## config.mk

```make
export PLATFORM = sky130hd
export DESIGN_NAME = instruction_issuer
export DESIGN_NICKNAME = d
export VERILOG_FILES = /design/src/rtl/proc_pkg.sv /design/src/rtl/instr_fifo.sv /design/src/rtl/instruction_issuer.sv
export SDC_FILE = /design/constraint.sdc
export NUM_CORES = 1
export LEC_CHECK = 0
export CORE_UTILIZATION = 59
export CTS_BUF_LIST = sky130_fd_sc_hd__clkbuf_2 sky130_fd_sc_hd__clkbuf_4 sky130_fd_sc_hd__clkbuf_8
export DETAILED_ROUTE_END_ITERATION = 16
export GPL_ROUTABILITY_DRIVEN = 0
export GPL_TIMING_DRIVEN = 0
export PLACE_DENSITY = 0.95
export SLEW_MARGIN = 30
export SYNTH_ARGS = -nofsm -noshare
export SYNTH_HDL_FRONTEND = slang
export SYNTH_SLANG_ARGS = --single-unit
```

## constraint.sdc

```tcl
create_clock -name clk -period 3.4 [get_ports clk]
set_input_delay 0.68 -clock clk [delete_from_list [all_inputs] [get_ports clk]]
set_output_delay 0.68 -clock clk [all_outputs]
set_load 0.01 [all_outputs]
```

## src/rtl/proc_pkg.sv

```systemverilog
// Shared definitions for the register-file processor front end.
// Instruction field layout, opcodes and issuer FSM states.
package proc_pkg;

  localparam int INSTR_W = 34;
  localparam int DATA_W  = 16;
  localparam int WAIT_W  = 8;

  localparam int OPC_MSB = 33;
  localparam int OPC_LSB = 31;
  localparam int RA1_MSB = 30;
  localparam int RA1_LSB = 26;
  localparam int RA2_MSB = 25;
  localparam int RA2_LSB = 21;
  localparam int WA_MSB  = 20;
  localparam int WA_LSB  = 16;
  localparam int IMM_MSB = 15;
  localparam int IMM_LSB = 0;

  typedef logic [2:0] opcode_t;

  localparam opcode_t OP_WRITE = 3'b000;
  localparam opcode_t OP_READ  = 3'b001;
  localparam opcode_t OP_ADD   = 3'b010;
  localparam opcode_t OP_SUB   = 3'b011;
  localparam opcode_t OP_AND   = 3'b100;
  localparam opcode_t OP_OR    = 3'b101;
  localparam opcode_t OP_XOR   = 3'b110;
  localparam opcode_t OP_SHL   = 3'b111;

  typedef enum logic [2:0] {
    ST_IDLE,
    ST_PREP,
    ST_ISSUE,
    ST_CAPTURE,
    ST_HOLD
  } state_t;

  function automatic opcode_t opc_of(
    input logic [INSTR_W-1:0] ins
  );
    return ins[OPC_MSB:OPC_LSB];
  endfunction

endpackage

```

## src/rtl/instr_fifo.sv

```systemverilog
// Synchronous instruction FIFO with occupancy count.
// Head entry is presented combinationally on data_o.
module instr_fifo #(
  parameter  int DEPTH = 4,
  parameter  int WIDTH = 34,
  localparam int AW    = $clog2(DEPTH)
) (
  input  logic             clk,
  input  logic             rst_n,
  input  logic             push_i,
  input  logic [WIDTH-1:0] data_i,
  input  logic             pop_i,
  output logic [WIDTH-1:0] data_o,
  output logic [AW:0]      count_o,
  output logic             full_o,
  output logic             empty_o
);

  localparam logic [AW:0] FULL_CNT = (AW+1)'(DEPTH);

  logic [WIDTH-1:0] mem_q [DEPTH];
  logic [AW-1:0]    wr_ptr_q, wr_ptr_d;
  logic [AW-1:0]    rd_ptr_q, rd_ptr_d;
  logic [AW:0]      count_q, count_d;
  logic             do_push, do_pop;

  assign empty_o = (count_q == '0);
  assign full_o  = (count_q == FULL_CNT);
  assign data_o  = mem_q[rd_ptr_q];
  assign count_o = count_q;

  // a pop frees the slot, so a push into a full FIFO is fine then
  assign do_pop  = pop_i && !empty_o;
  assign do_push = push_i && (!full_o || do_pop);

  always_comb begin
    wr_ptr_d = wr_ptr_q;
    rd_ptr_d = rd_ptr_q;
    count_d  = count_q;
    if (do_push) wr_ptr_d = wr_ptr_q + 1'b1;
    if (do_pop)  rd_ptr_d = rd_ptr_q + 1'b1;
    if (do_push && !do_pop) count_d = count_q + 1'b1;
    if (do_pop && !do_push) count_d = count_q - 1'b1;
  end

  always_ff @(posedge clk or negedge rst_n) begin
    if (!rst_n) begin
      wr_ptr_q <= '0;
      rd_ptr_q <= '0;
      count_q  <= '0;
    end else begin
      wr_ptr_q <= wr_ptr_d;
      rd_ptr_q <= rd_ptr_d;
      count_q  <= count_d;
    end
  end

  always_ff @(posedge clk) begin
    if (do_push) mem_q[wr_ptr_q] <= data_i;
  end

endmodule

```

## src/rtl/instruction_issuer.sv

```systemverilog
// Issues buffered host instructions to the processor with the
// prepare/issue handshake and returns captured read data.
module instruction_issuer
  import proc_pkg::*;
#(
  parameter  int DEPTH   = 4,
  parameter  int TIMEOUT = 32,
  localparam int CW      = $clog2(DEPTH) + 1
) (
  input  logic               clk,
  input  logic               rst_n,
  input  logic [INSTR_W-1:0] in_instr,
  input  logic               in_valid,
  output logic               in_ready,
  output logic [INSTR_W-1:0] instruct,
  output logic               instruct_sig,
  input  logic               output_sig,
  input  logic [DATA_W-1:0]  out1,
  input  logic [DATA_W-1:0]  out2,
  output logic               res_valid,
  input  logic               res_ready,
  output logic [DATA_W-1:0]  res_out1,
  output logic [DATA_W-1:0]  res_out2,
  output logic [2:0]         res_opcode,
  output logic               res_timeout,
  output logic               busy,
  output logic [CW-1:0]      fifo_count
);

  localparam logic [WAIT_W-1:0] TMO_CNT = WAIT_W'(TIMEOUT);
  localparam logic [WAIT_W-1:0] WAIT_MAX = '1;

  state_t              state_q, state_d;
  logic [INSTR_W-1:0]  instruct_q, instruct_d;
  logic [WAIT_W-1:0]   wait_q, wait_d;
  logic                tmo_q, tmo_d;
  logic                res_valid_q, res_valid_d;
  logic [DATA_W-1:0]   res_out1_q, res_out1_d;
  logic [DATA_W-1:0]   res_out2_q, res_out2_d;
  opcode_t             res_opc_q, res_opc_d;
  logic                res_tmo_q, res_tmo_d;

  logic                fifo_push, fifo_pop;
  logic                fifo_full, fifo_empty;
  logic [INSTR_W-1:0]  fifo_head;

  assign fifo_pop  = (state_q == ST_IDLE) &&
                     !fifo_empty && !res_valid_q;
  assign in_ready  = !fifo_full || fifo_pop;
  assign fifo_push = in_valid && in_ready;

  instr_fifo #(
    .DEPTH (DEPTH),
    .WIDTH (INSTR_W)
  ) u_fifo (
    .clk     (clk),
    .rst_n   (rst_n),
    .push_i  (fifo_push),
    .data_i  (in_instr),
    .pop_i   (fifo_pop),
    .data_o  (fifo_head),
    .count_o (fifo_count),
    .full_o  (fifo_full),
    .empty_o (fifo_empty)
  );

  always_comb begin
    state_d     = state_q;
    instruct_d  = instruct_q;
    wait_d      = wait_q;
    tmo_d       = tmo_q;
    res_valid_d = res_valid_q;
    res_out1_d  = res_out1_q;
    res_out2_d  = res_out2_q;
    res_opc_d   = res_opc_q;
    res_tmo_d   = res_tmo_q;
    unique case (state_q)
      ST_IDLE: begin
        if (fifo_pop) begin
          instruct_d = fifo_head;
          wait_d     = '0;
          tmo_d      = 1'b0;
          state_d    = ST_PREP;
        end
      end
      ST_PREP: state_d = ST_ISSUE;
      ST_ISSUE: begin
        if (wait_q != WAIT_MAX) wait_d = wait_q + 1'b1;
        if (output_sig) begin
          state_d = ST_CAPTURE;
        end else if (wait_d >= TMO_CNT) begin
          tmo_d   = 1'b1;
          state_d = ST_CAPTURE;
        end
      end
      ST_CAPTURE: begin
        res_out1_d  = out1;
        res_out2_d  = out2;
        res_opc_d   = opc_of(instruct_q);
        res_tmo_d   = tmo_q;
        res_valid_d = 1'b1;
        state_d     = ST_HOLD;
      end
      ST_HOLD: begin
        if (res_valid_q && res_ready) begin
          res_valid_d = 1'b0;
          state_d     = ST_IDLE;
        end
      end
      default: state_d = ST_IDLE;
    endcase
  end

  always_ff @(posedge clk or negedge rst_n) begin
    if (!rst_n) begin
      state_q     <= ST_IDLE;
      instruct_q  <= '0;
      wait_q      <= '0;
      tmo_q       <= 1'b0;
      res_valid_q <= 1'b0;
      res_out1_q  <= '0;
      res_out2_q  <= '0;
      res_opc_q   <= '0;
      res_tmo_q   <= 1'b0;
    end else begin
      state_q     <= state_d;
      instruct_q  <= instruct_d;
      wait_q      <= wait_d;
      tmo_q       <= tmo_d;
      res_valid_q <= res_valid_d;
      res_out1_q  <= res_out1_d;
      res_out2_q  <= res_out2_d;
      res_opc_q   <= res_opc_d;
      res_tmo_q   <= res_tmo_d;
    end
  end

  // decoded from state so reset drops it without a clock
  assign instruct_sig = (state_q == ST_ISSUE);
  assign instruct     = instruct_q;
  assign res_valid    = res_valid_q;
  assign res_out1     = res_out1_q;
  assign res_out2     = res_out2_q;
  assign res_opcode   = res_opc_q;
  assign res_timeout  = res_tmo_q;
  assign busy         = (state_q != ST_IDLE) || !fifo_empty;

endmodule

```

# Word level (Yosys, flattened, before mapping)
# Memory sizes are Yosys's and may differ from the RTL's. A register that Yosys moved wholly into a read port is not among the register bits.
# Cells that the tools add are included.
[word_totals]
regBits = 56
ramBits = 136
input_bits = 71
out_inout_bits = 77
word_cells = 76
n_memories = 1
[memory_table]
columns = ["name", "depth", "width", "rd", "rd_clocked_by_memory_dff", "write_ports", "line_no", "text"]
rows = [
  ["u_fifo.mem_q", 4, 34, 1, 1, 1, "instr_fifo.sv:21", "logic [WIDTH-1:0] mem_q [DEPTH];"],
]
[classes]
add_sub_neg = 5
order_cmp = 1
eq_ne = 11
muxes = 19
n_reduce_logical = 28
[op_table]
columns = ["op", "n"]
rows = [
  ["$mux W8", 3],
  ["$mux W3", 6],
  ["$pmux W8 S2", 1],
  ["$pmux W3 S5", 1],
  ["$add A8 B1 Y8 const B", 1],
  ["$ge A8 B6 Y1 const B", 1],
  ["$logic_and A1 B1 Y1", 8],
  ["$ne A8 B8 Y1 const B", 1],
  ["$eq A3 B2 Y1 const B", 2],
  ["$eq A3 B3 Y1 const B", 2],
  ["$logic_not A1 Y1", 6],
  ["$logic_not A3 Y1", 2],
  ["$mux W1", 6],
  ["$ne A2 B2 Y1 const B", 3],
  ["$reduce_and A2 Y1", 3],
  ["$reduce_bool A2 Y1", 3],
  ["$add A2 B1 Y2 const B", 2],
  ["$pmux W1 S2", 2],
  ["$reduce_and A4 Y1", 1],
  ["$add A3 B1 Y3 const B", 1],
  ["$eq A3 B1 Y1 const B", 1],
  ["$logic_or A1 B1 Y1", 3],
  ["$ne A3 B1 Y1 const B", 1],
  ["$reduce_and A3 Y1", 1],
  ["3 further kinds", 3],
]

# Depth between registers and ports, before layout
# Gate-level depths: netlist (run 1).
[logic_depth]
word_depth = 10
mapped_depth = 11
depth_no_buf = 10

# Cells and area by module
# Synthesis (run 1) repeated with hierarchy kept, for this count alone.
[unflattened]
hier_cells = 525
area_unflattened_um2 = 8729.6
[by_module_without_submodules]
columns = ["module", "n_inst", "cells_per_inst", "area_per_inst_um2", "seq_area_each_um2"]
rows = [
  ["instr_fifo", 1, 232, 5420.2, 4259.1],
  ["instruction_issuer", 1, 293, 3309.4, 2077.0],
]

# Worst setup path after synthesis (run 1)
# Ideal clock, no wire load.
[synth_timing]
path_type = "register to register"
from = "register state_q[0]"
to = "register u_fifo.count_q[2], in the netlist u_fifo.count_o[2]"
setup_time_ns = 0.079
arrival_time_ns = 2.254
required_ns = 3.321
setup_slack_ns = 1.066
path_stages_with_launch = 12
n_path_buf = 2
period_less_slack_ns = 2.334
cell_sequence = "dfrtp_1 buf_2 nor4_1 nand2_1 inv_1 clkbuf_1 ha_1 inv_1 fa_1 xor2_1 nor2_1 xor2_1"
[synth_between]
elab_chain_cells = 9
elab_cells_between_ends = 14
classes_between = "mux: 1; reduce/logical: 13"
[synth_rtl]
columns = ["item", "line_no", "text"]
rows = [
  ["from (decl)", "instruction_issuer.sv:33", "state_t state_q, state_d;"],
  ["from (signal assigned)", "instruction_issuer.sv:126", "state_q <= state_d;"],
  ["$logic_not A3 Y1 *", "instruction_issuer.sv:47", "assign fifo_pop = (state_q == ST_IDLE) &&"],
  ["$logic_and A1 B1 Y1 *", "instruction_issuer.sv:47", ""],
  ["$logic_and A1 B1 Y1 *", "instruction_issuer.sv:48", "!fifo_empty && !res_valid_q;"],
  ["$logic_and A1 B1 Y1 *", "instr_fifo.sv:33", "assign do_pop = pop_i && !empty_o;"],
  ["net u_fifo.do_pop", "instr_fifo.sv:25", "logic do_push, do_pop;"],
  ["$logic_or A1 B1 Y1", "instr_fifo.sv:34", "assign do_push = push_i && (!full_o || do_pop);"],
  ["$logic_and A1 B1 Y1", "instr_fifo.sv:34", ""],
  ["$logic_not A1 Y1", "instr_fifo.sv:43", "if (do_pop && !do_push) count_d = count_q - 1'b1;"],
  ["$logic_and A1 B1 Y1", "instr_fifo.sv:43", ""],
  ["$mux W3 / $reduce_bool A2 Y1 (equally long branches)", "n/a", ""],
  ["to (signal assigned)", "instr_fifo.sv:54", "count_q <= count_d;"],
  ["to (decl)", "instr_fifo.sv:24", "logic [AW:0] count_q, count_d;"],
]
# Mark *: on every way through the listed nets, which the timed path passes. The rest lies on a longest branch.
# A chain may end at the register's enable or synchronous reset.

# Final worst setup path (run 1)
[layout_timing]
from = "register state_q[0]"
to = "output port instruct_sig"
[layout_between]
elab_chain_cells = 1
[layout_rtl]
columns = ["item", "line_no", "text"]
rows = [
  ["$eq A3 B2 Y1", "instruction_issuer.sv:139", "assign instruct_sig = (state_q == ST_ISSUE);"],
  ["to (decl)", "instruction_issuer.sv:16", "output logic instruct_sig,"],
]
# Every way passes these cells.

==> flow_summary.toml, run 1 <==
[status]
outcome = "finished, final reports clean"

[synth]
ys_seq_elements = 226
syn_nets = 592
yosysMostFrequentCell = "edfxtp_1"
yosys.area.top_type = "edfxtp_1"
yosysWarnings = 0
yosys-top-cells-count = "136 x edfxtp_1, 111 x nand2_1, 90 x dfrtp_1"
synth_top_cell_area_share = 0.475
synth_edf_count = 136
ys_seq_area_frac = 0.736
yosys_most_used_dff = "edfxtp_1"
synth_cell_types = 41
synth_area_um2 = 8600
synthArstFlopShare = 0.398
synth_area_per_cell_um2 = 16.7
syn_inst = 514
synth.area.top_cells = "edfxtp_1 47%, dfrtp_1 26%, mux4_2 8.9%, nand2_1 4.8%, mux2_2 4.7%"

[sta]
timing.fmax_mhz = 320
worst_slew_pin_slew_ps = 698
fin_crit_ps = 3130
setup_viol = 0
hold-worst-slack_ps = 81.9
fin_skew_ps = 32.9
final.period_utilization = 0.920
hold_viol_final = 0
rsz0062_at_grt = "false"
max_slew_margin = 0.534
maxSlewViolCount = 0
setup_tns_ps = 0

[floorplan]
rows = 43
fp.dieW_um = 123
die_y_um = 123
core_area_um2 = 14000
dieArea_um2 = 15100
ioPinCount = 148
start_util = 0.613

[routing]
dr.pass1.iters = 5
ant_nets = 0
top_layer = "met5"
wl_um = 18600
met3_length_um = 1580
post_drt_wl_per_cell_um = 20.4
vias = 5167
drtIter0Drc = 424
wl_met2_um = 9400
met1_length_um = 7150
drc = 0
viasPerCell = 5.67

[clock_network]
cts_buffer_depth = 3
htreeDepth = 2
clock-sinks = 226
cts_resized = 0
post-cts-setup-buffers = 0
cts-hold-fix-buffers = 0
cts_root_buffer = "clkbuf_8"
cts_tree = "yes"
cts_inserted_buffers = 36
worstSkewPairLatency_ps = 530
clk_pin_slew_worst_paths_ps = 60

[power]
ir_drop_mv = 0.388
seqPwrFrac = 0.516
power.switching_mw = 1.53
p_leak_nw = 4.39
power_mw = 6.69
power_density_nw_per_um2 = 596
combPwrFrac = 0.120
p_clk_frac = 0.364
p_sw_frac = 0.228
internal_power_mw = 5.16

[global_route]
grtUsageTotal = 0.259
grt_pass1_wl_um = 28400
antenna_found_initial = 1
grt_max_degree = 51
first_global_vias = 5460
globalRouteOverflowTotal = 0

[setup_path]
cp.required_ps = 2720
r2r_setup_slack_ps = 600
cp-start-kind = "register"
crit_type = "register to output port"
r2r_cells = 11
rr_endpoint = "u_fifo.count_o[2]"
reg2reg_from = "state_q[0]"
crit_path_end_kind = "output port"
cp.arrival_ps = 2450
cp_max_fo = 8

[place]
hpwl_um = 12600
dpl-instance-area_um2 = 10400
portBuffers = 147

[finish]
nets = 782
drive_gt1_frac = 0.223
area_growth_pct = 30.4
stdcell_area_um2 = 11200
diodes = 0
utilization = 0.799

[job]
max-cap-violations = 0

[min_path]
hp-class = "primary input to asynchronous set/reset pin"
## placed cells by master, fill, tap and decap left out, types with 6 or more instances in the layout
master and count:
clkdlybuf4s50_1 146, ha_1 6, dfrtp_1 90, buf_2 13, inv_1 10, nor2_1 8
a21oi_1 11, clkbuf_8 43, mux4_2 34, clkbuf_1 7, nand2_1 111, edfxtp_1 136
mux2_2 36, clkbuf_4 20
## routing by layer
metal,vias up,global-route usage
met5,-,0
met4,2,0.125
met3,40,0.0632
met2,257,0.435
met1,2578,0.316
li1,2290,-
## how the worst max path moves through the flow
stage               start                end  slack, ps  depth (start not counted)
2_1_floorplan  state_q[0]  u_fifo.count_o[2]       1070                         11
3_3_place_gp        rst_n       instruct[18]      -1480                          1
5_1_grt        state_q[0]       instruct_sig        190                          5
6_report       state_q[0]       instruct_sig        270                          5
3_5_place_dp   state_q[0]  u_fifo.count_o[2]        620                         11
4_1_cts        state_q[0]       instruct_sig        290                          5
## power groups by stage
stage               registers (mW)  logic [mW]  clock network [mW]
detailed placement            3.50       0.805                   0
finish                        3.45       0.803                2.43
global placement              3.49       0.673                   0
global route                  3.48       0.861                2.59
CTS                           3.46       0.813                2.46
floorplan                     3.49       0.349                   0
## sequential cells by signal, summed over array words and instances, names as in the netlist, 3 cells and up
register / flops
res_out1: 16
res_out2: 16
u_fifo.mem_q: 136
instruct: 34
res_opcode: 3
u_fifo.count_o: 3
wait_q: 8
state_q: 3
## through the flow
stage	setup slack [ps]	cells
global route	194	912
detailed placement	624	846
finish	271	912
CTS	287	912
global placement	-1480	841
floorplan	1070	514
## worst max-delay path, stage by stage, from the launching register on
cell and delay, ps:
dfrtp_1 350, buf_2 160, or3b_1 370, clkbuf_1 180
inv_1 250, clkdlybuf4s50_1 610
## cell type report
| cell class | count | area [um^2] |
|---|---|---|
| clock inverters | 3 | 42.5 |
| flip-flops and latches | 226 | 6340 |
| inverters | 10 | 37.5 |
| repair buffers | 152 | 1600 |
| fillers | 735 | 2820 |
| plain buffers | 22 | 98.8 |
| clock buffers | 63 | 742 |
| multi-input cells | 256 | 2140 |
| well taps | 180 | 225 |
## cells by family (layout without fill, tap and decap cells)
family                   Yosys count  count (layout)  share of synthesized area
AO/OA/AOI/OAI                     27              27                     0.0204
buffers and inverters             32             250                     0.0159
flip-flops                       226             226                      0.736
adder cells (fa/ha/maj)            7               7                     0.0111
AND/OR/NAND/NOR                  143             143                     0.0702
XOR/XNOR                           7               7                    0.00713
multiplexers                      72              72                      0.139
Power figures use the tool's default switching activity.
==> run 2, diff against run 1 <==
--- a/config.mk
+++ b/config.mk
@@ -5,12 +5,13 @@
 export SDC_FILE = /design/constraint.sdc
 export NUM_CORES = 1
 export LEC_CHECK = 0
-export CORE_UTILIZATION = 59
+export CELL_PAD_IN_SITES_DETAIL_PLACEMENT = 0
+export CELL_PAD_IN_SITES_GLOBAL_PLACEMENT = 1
+export CORE_UTILIZATION = 49
 export CTS_BUF_LIST = sky130_fd_sc_hd__clkbuf_2 sky130_fd_sc_hd__clkbuf_4 sky130_fd_sc_hd__clkbuf_8
 export DETAILED_ROUTE_END_ITERATION = 16
-export GPL_ROUTABILITY_DRIVEN = 0
 export GPL_TIMING_DRIVEN = 0
-export PLACE_DENSITY = 0.95
+export PLACE_DENSITY = 0.83
 export SLEW_MARGIN = 30
 export SYNTH_ARGS = -nofsm -noshare
 export SYNTH_HDL_FRONTEND = slang
==> run 2 against run 1 <==
Final cell count is 4.8% higher. First-iteration DRC count shrank 51%. Register-to-register slack better by 80 ps. Hold slack worse by 26 ps. Wire length fell by 8.2%. Clock power shrank 2%. Utilization shrank 15 points. Setup slack better by 64 ps. Sequential share of layout area down 0.14 points. Fmax grew 2.1%. Highest routed layer is now met4.
==> flow_summary.toml, run 2 (synthesis gave the netlist of run 1 again) <==
[setup_path]
crit_type = "register to output port"
crit_path_end_kind = "output port"
cp-start-kind = "register"
cp_max_fo = 8
cp.required_ps = 2720
cp.arrival_ps = 2380

[routing]
viasPerCell = 5.20
vias = 4968
drc = 0
dr.pass1.iters = 4
wl_um = 17100
post_drt_wl_per_cell_um = 17.9
ant_nets = 0
drtIter0Drc = 208

[sta]
timing.fmax_mhz = 326
fin_skew_ps = 9.94
maxSlewViolCount = 0
hold_viol_final = 0
rsz0062_at_grt = "false"
hold-worst-slack_ps = 56.2
setup_viol = 0
final.period_utilization = 0.901
worst_slew_pin_slew_ps = 684
fin_crit_ps = 3060
setup_tns_ps = 0
max_slew_margin = 0.544

[job]
max-cap-violations = 0

[global_route]
grt_max_degree = 59
antenna_found_initial = 0
grt_pass1_wl_um = 27100
first_global_vias = 5314
grtUsageTotal = 0.199
globalRouteOverflowTotal = 0

[clock_network]
cts_root_buffer = "clkbuf_8"
cts-hold-fix-buffers = 0
cts_resized = 0
htreeDepth = 2
post-cts-setup-buffers = 0
cts_inserted_buffers = 36
cts_tree = "yes"
cts_buffer_depth = 3
worstSkewPairLatency_ps = 520
clk_pin_slew_worst_paths_ps = 60
clock-sinks = 226

[place]
place.gp.congestion = 0.775
placed_cells = 891
hpwl_um = 11300
portBuffers = 147

[floorplan]
die_y_um = 135
dieArea_um2 = 18100
core_area_um2 = 17200
ioPinCount = 148
fp.dieW_um = 135
start_util = 0.499
rows = 48

[power]
power_density_nw_per_um2 = 588
p_leak_nw = 4.37
ir_drop_mv = 0.364
power_mw = 6.61

[finish]
layout.cells.most_common = "clkdlybuf4s50_1"
nets = 782
largest_register_ffs = 136
regMostFlops = "u_fifo.mem_q"
instances_no_fill = 956
diodes = 0
mostFrequentLayoutCells = "146 x clkdlybuf4s50_1, 136 x edfxtp_1, 111 x nand2_1"
area_growth_pct = 30.8
drive_gt1_frac = 0.219

[status]
outcome = "finished, final reports clean"

[min_path]
hp-class = "primary input to asynchronous set/reset pin"
run 2: cell count changes in the layout (fill, tap and decap cells not counted):
cell,delta
clkbuf_4,-8
clkinv_2,+6
clkbuf_8,-3
clkinv_1,+2
clkinvlp_4,+2
bufinv_16,+1
inv_6,-1
run 2: routing by layer:
layer,routed length (um),track usage,part of all wire
met4,337,0.0680,0.020
met1,7070,0.250,0.41
met3,1340,0.0559,0.078
met5,0,0,0
met2,8340,0.333,0.49
run 2: report_power, final:
group / total [mW] / leakage (nW) / internal [mW] / switching, mW
Clock: 2.39 / 0.400 / 1.37 / 1.02
Combinational: 0.789 / 1.55 / 0.380 / 0.409
Sequential: 3.44 / 2.41 / 3.33 / 0.106
run 2: path summary, 6_finish.rpt:
kind,startpoint,to,slack [ps],depth (start not counted)
min in group clk,instruct[30],instruct[30],480,2
max reg2reg,state_q[0],u_fifo.count_o[2],680,11
min reg2reg,instruct[30],instruct[30],480,2
max,state_q[0],instruct_sig,340,5
min,rst_n,wait_q[5],60,1
max in group asynchronous,rst_n,instruct[25],2740,2
run 2: final cells by class:
class | count | area, um^2
buffer | 22 | 98.8
clock buffer | 52 | 641
clock inverter | 13 | 116
fill | 1250 | 5990
inverter | 10 | 37.5
multi-input combinational | 256 | 2140
sequential | 226 | 6340
tap | 225 | 282
timing repair buffer | 152 | 1600
run 2: critical path: stages (launching register included):
cell and delay, ps:
dfrtp_1 350, buf_2 160, or3b_1 370, clkbuf_1 190, inv_1 220, clkdlybuf4s50_1 580
run 2: per-stage QoR:
stage	setup slack (ps)	util	instance area (um^2)
finish	335	0.653	11300
global route	205	0.653	11300
CTS	309	0.653	11300
detailed placement	699	0.609	10500
global placement	-1750	0.601	10400
floorplan	1070	-	8600
==> run 3, diff against run 2 <==
--- a/config.mk
+++ b/config.mk
@@ -7,12 +7,12 @@
 export LEC_CHECK = 0
 export CELL_PAD_IN_SITES_DETAIL_PLACEMENT = 0
 export CELL_PAD_IN_SITES_GLOBAL_PLACEMENT = 1
-export CORE_UTILIZATION = 49
-export CTS_BUF_LIST = sky130_fd_sc_hd__clkbuf_2 sky130_fd_sc_hd__clkbuf_4 sky130_fd_sc_hd__clkbuf_8
+export CORE_UTILIZATION = 35
 export DETAILED_ROUTE_END_ITERATION = 16
 export GPL_TIMING_DRIVEN = 0
-export PLACE_DENSITY = 0.83
+export PLACE_DENSITY = 0.61
 export SLEW_MARGIN = 30
 export SYNTH_ARGS = -nofsm -noshare
 export SYNTH_HDL_FRONTEND = slang
+export SYNTH_HIERARCHICAL = 1
 export SYNTH_SLANG_ARGS = --single-unit
==> run 3 against run 2 <==
Combinational power up 1%. Global-route usage shrank 5.2 points. Non-clock buffer count is 2 lower. Critical endpoint is now in_ready. Highest routed layer unchanged.
==> flow_summary.toml, run 3 <==
[synth]
yosys-top-cells-count = "136 x edfxtp_1, 113 x nand2_1, 90 x dfrtp_1"
syn_nets = 602
ys_seq_elements = 226
yosysMostFrequentCell = "edfxtp_1"
synth_top_cell_area_share = 0.468
synth_area_per_cell_um2 = 16.6
synth_edf_count = 136
synthArstFlopShare = 0.398
synth_cell_types = 51
syn_inst = 525
ys_seq_area_frac = 0.726
yosys_most_used_dff = "edfxtp_1"
synth_area_um2 = 8730
yosys.area.top_type = "edfxtp_1"
yosysWarnings = 6
synth.area.top_cells = "edfxtp_1 47%, dfrtp_1 26%, mux4_2 8.8%, nand2_1 4.9%, mux2_2 4.6%"

[floorplan]
rows = 57
core_area_um2 = 24400
ioPinCount = 148
start_util = 0.358
fp.dieW_um = 160
dieArea_um2 = 25600
die_y_um = 160

[finish]
instances_no_fill = 1043
multi_input_area_um2 = 2230
mostFrequentLayoutCells = "146 x clkdlybuf4s50_1, 136 x edfxtp_1, 112 x nand2_1"
largest_register_ffs = 136
stdcell_area_um2 = 11500
fill_cells = 2153
drive_gt1_frac = 0.200
utilization = 0.471
regMostFlops = "u_fifo/mem_q"
diodes = 0
nets = 777
layout.cells.most_common = "clkdlybuf4s50_1"
area_growth_pct = 31.6
seq_area_um2 = 6340

[clock_network]
clk_pin_slew_worst_paths_ps = 60
cts_tree = "yes"
cts_root_buffer = "clkbuf_16"
cts_buffer_depth = 3
cts-hold-fix-buffers = 0
post-cts-setup-buffers = 0
clock-sinks = 226
cts_inserted_buffers = 25
worstSkewPairLatency_ps = 520
htreeDepth = 1

[global_route]
globalRouteOverflowTotal = 0
grt_pass1_wl_um = 29300
first_global_vias = 5363
antenna_found_initial = 1
grt_max_degree = 47
grtUsageTotal = 0.147

[power]
p_leak_nw = 4.40
ir_drop_mv = 0.377
p_sw_frac = 0.231
power.switching_mw = 1.60
internal_power_mw = 5.33
combPwrFrac = 0.115
p_clk_frac = 0.392
power_density_nw_per_um2 = 604
seqPwrFrac = 0.493

[sta]
fin_skew_ps = 9.73
hold_viol_final = 0
worst_slew_pin_slew_ps = 706
setup_viol = 0
rsz0062_at_grt = "false"
final.period_utilization = 0.936
max_slew_margin = 0.529
setup_tns_ps = 0
timing.fmax_mhz = 314
maxSlewViolCount = 0
fin_crit_ps = 3180

[min_path]
hp-class = "primary input to asynchronous set/reset pin"

[setup_path]
path_cells = "or3_2, inv_1, nor2_1, nand2_2, nand2_1, clkdlybuf4s50_1"
cp_num_buf_inv = 2
cp_max_fo = 7
cp.arrival_ps = 2500
r2r_cells = 13
cp.required_ps = 2720
cp-start-kind = "register"
crit_type = "register to output port"
r2r_setup_slack_ps = 230
cp_top_family = "simple AND/OR/NAND/NOR gates"
cp.depth = 6
cp_slowest_cell = "or3_2"
crit_path_max_incr_delay_ps = 570
crit_path_end_kind = "output port"

[place]
place.gp.congestion = 0.740
portBuffers = 147
hpwl_um = 11600
dpl-instance-area_um2 = 10600
placed_cells = 997

[routing]
drtIter0Drc = 220
ant_nets = 0
dr.pass1.iters = 4
wl_um = 18300
viasPerCell = 4.79
vias = 5000
drc = 0
post_drt_wl_per_cell_um = 17.6

[job]
max-cap-violations = 0

[status]
outcome = "finished, final reports clean"
==> run 3: cell types whose count changed in the layout (fill, tap and decap cells not counted), sizes merged, moves of 2 or more <==
cell / before / now
clkbuf: 59 / 40
a21oi: 11 / 3
o211ai: 0 / 5
and2: 3 / 6
inv: 10 / 13
nand2: 111 / 114
nor2b: 0 / 3
clkinv: 9 / 7
clkinvlp: 2 / 0
nor4: 2 / 0
o31ai: 3 / 1
==> run 3: final timing paths <==
path / endpoint / start
worst max register to register: u_fifo/count_o[1] / u_fifo/count_o[2]
worst min register to register: instruct[10] / instruct[10]
max in group asynchronous: instruct[13] / rst_n
worst min-delay path: wait_q[1] / rst_n
min in group clk: instruct[10] / instruct[10]
worst max-delay path: in_ready / u_fifo/count_o[2]
==> run 3: worst reg2reg max path: cells and delay by family, from the launching register on <==
kind | cells | cell delay (ps)
compound gates | 3 | 550
flops | 1 | 470
buf+inv | 2 | 300
simple gates | 7 | 1330
fa+ha+maj | 1 | 450
==> run 3: cell type report <==
type,instances,share of cell area
inverter,11,0.00359
sequential,226,0.552
buffer,24,0.0113
multi-input combinational,264,0.194
tap,324,0.0353
clock buffer,34,0.0600
timing repair buffer,148,0.131
clock inverter,12,0.0133
==> run 3: timing repair <==
item	CTS	global route
endpoints found under the setup margin	0	3
gates resized for setup	0	2
endpoints found under the hold margin	0	0
==> run 3: kinds of logic after synthesis <==
logic type               Yosys count  share of synthesized area
flip-flops                       226                      0.726
AND/OR/NAND/NOR                  155                     0.0790
buffers and inverters             35                     0.0196
XOR/XNOR                           6                    0.00602
AO/OA/AOI/OAI                     24                     0.0219
adder cells (fa/ha/maj)            6                    0.00946
multiplexers                      73                      0.138
==> run 3: stage by stage <==
stage / setup WS, ps / power [mW] / hold slack [ps]
floorplan: 500 / 3.87 / 384
global placement: -2050 / 4.24 / 461
detailed placement: 63.2 / 4.29 / 462
CTS: 42.4 / 7.05 / 111
global route: 47.2 / 7.24 / 128
finish: 216 / 6.93 / 114
==> run 3: per-layer routing <==
layer,global-route usage,vias to the layer above,wire length (um)
li1,-,2289,-
met5,0,-,0
met3,0.0358,30,1100
met2,0.249,158,8740
met4,0.0355,0,377
met1,0.189,2523,8100
==> run 3: power by group through the flow <==
stage | registers (mW) | clock network, mW | logic, mW
after floorplan | 3.46 | 0 | 0.415
after global placement | 3.46 | 0 | 0.780
after detailed placement | 3.48 | 0 | 0.813
after CTS | 3.42 | 2.81 | 0.817
after global routing | 3.45 | 2.92 | 0.873
final | 3.42 | 2.72 | 0.797
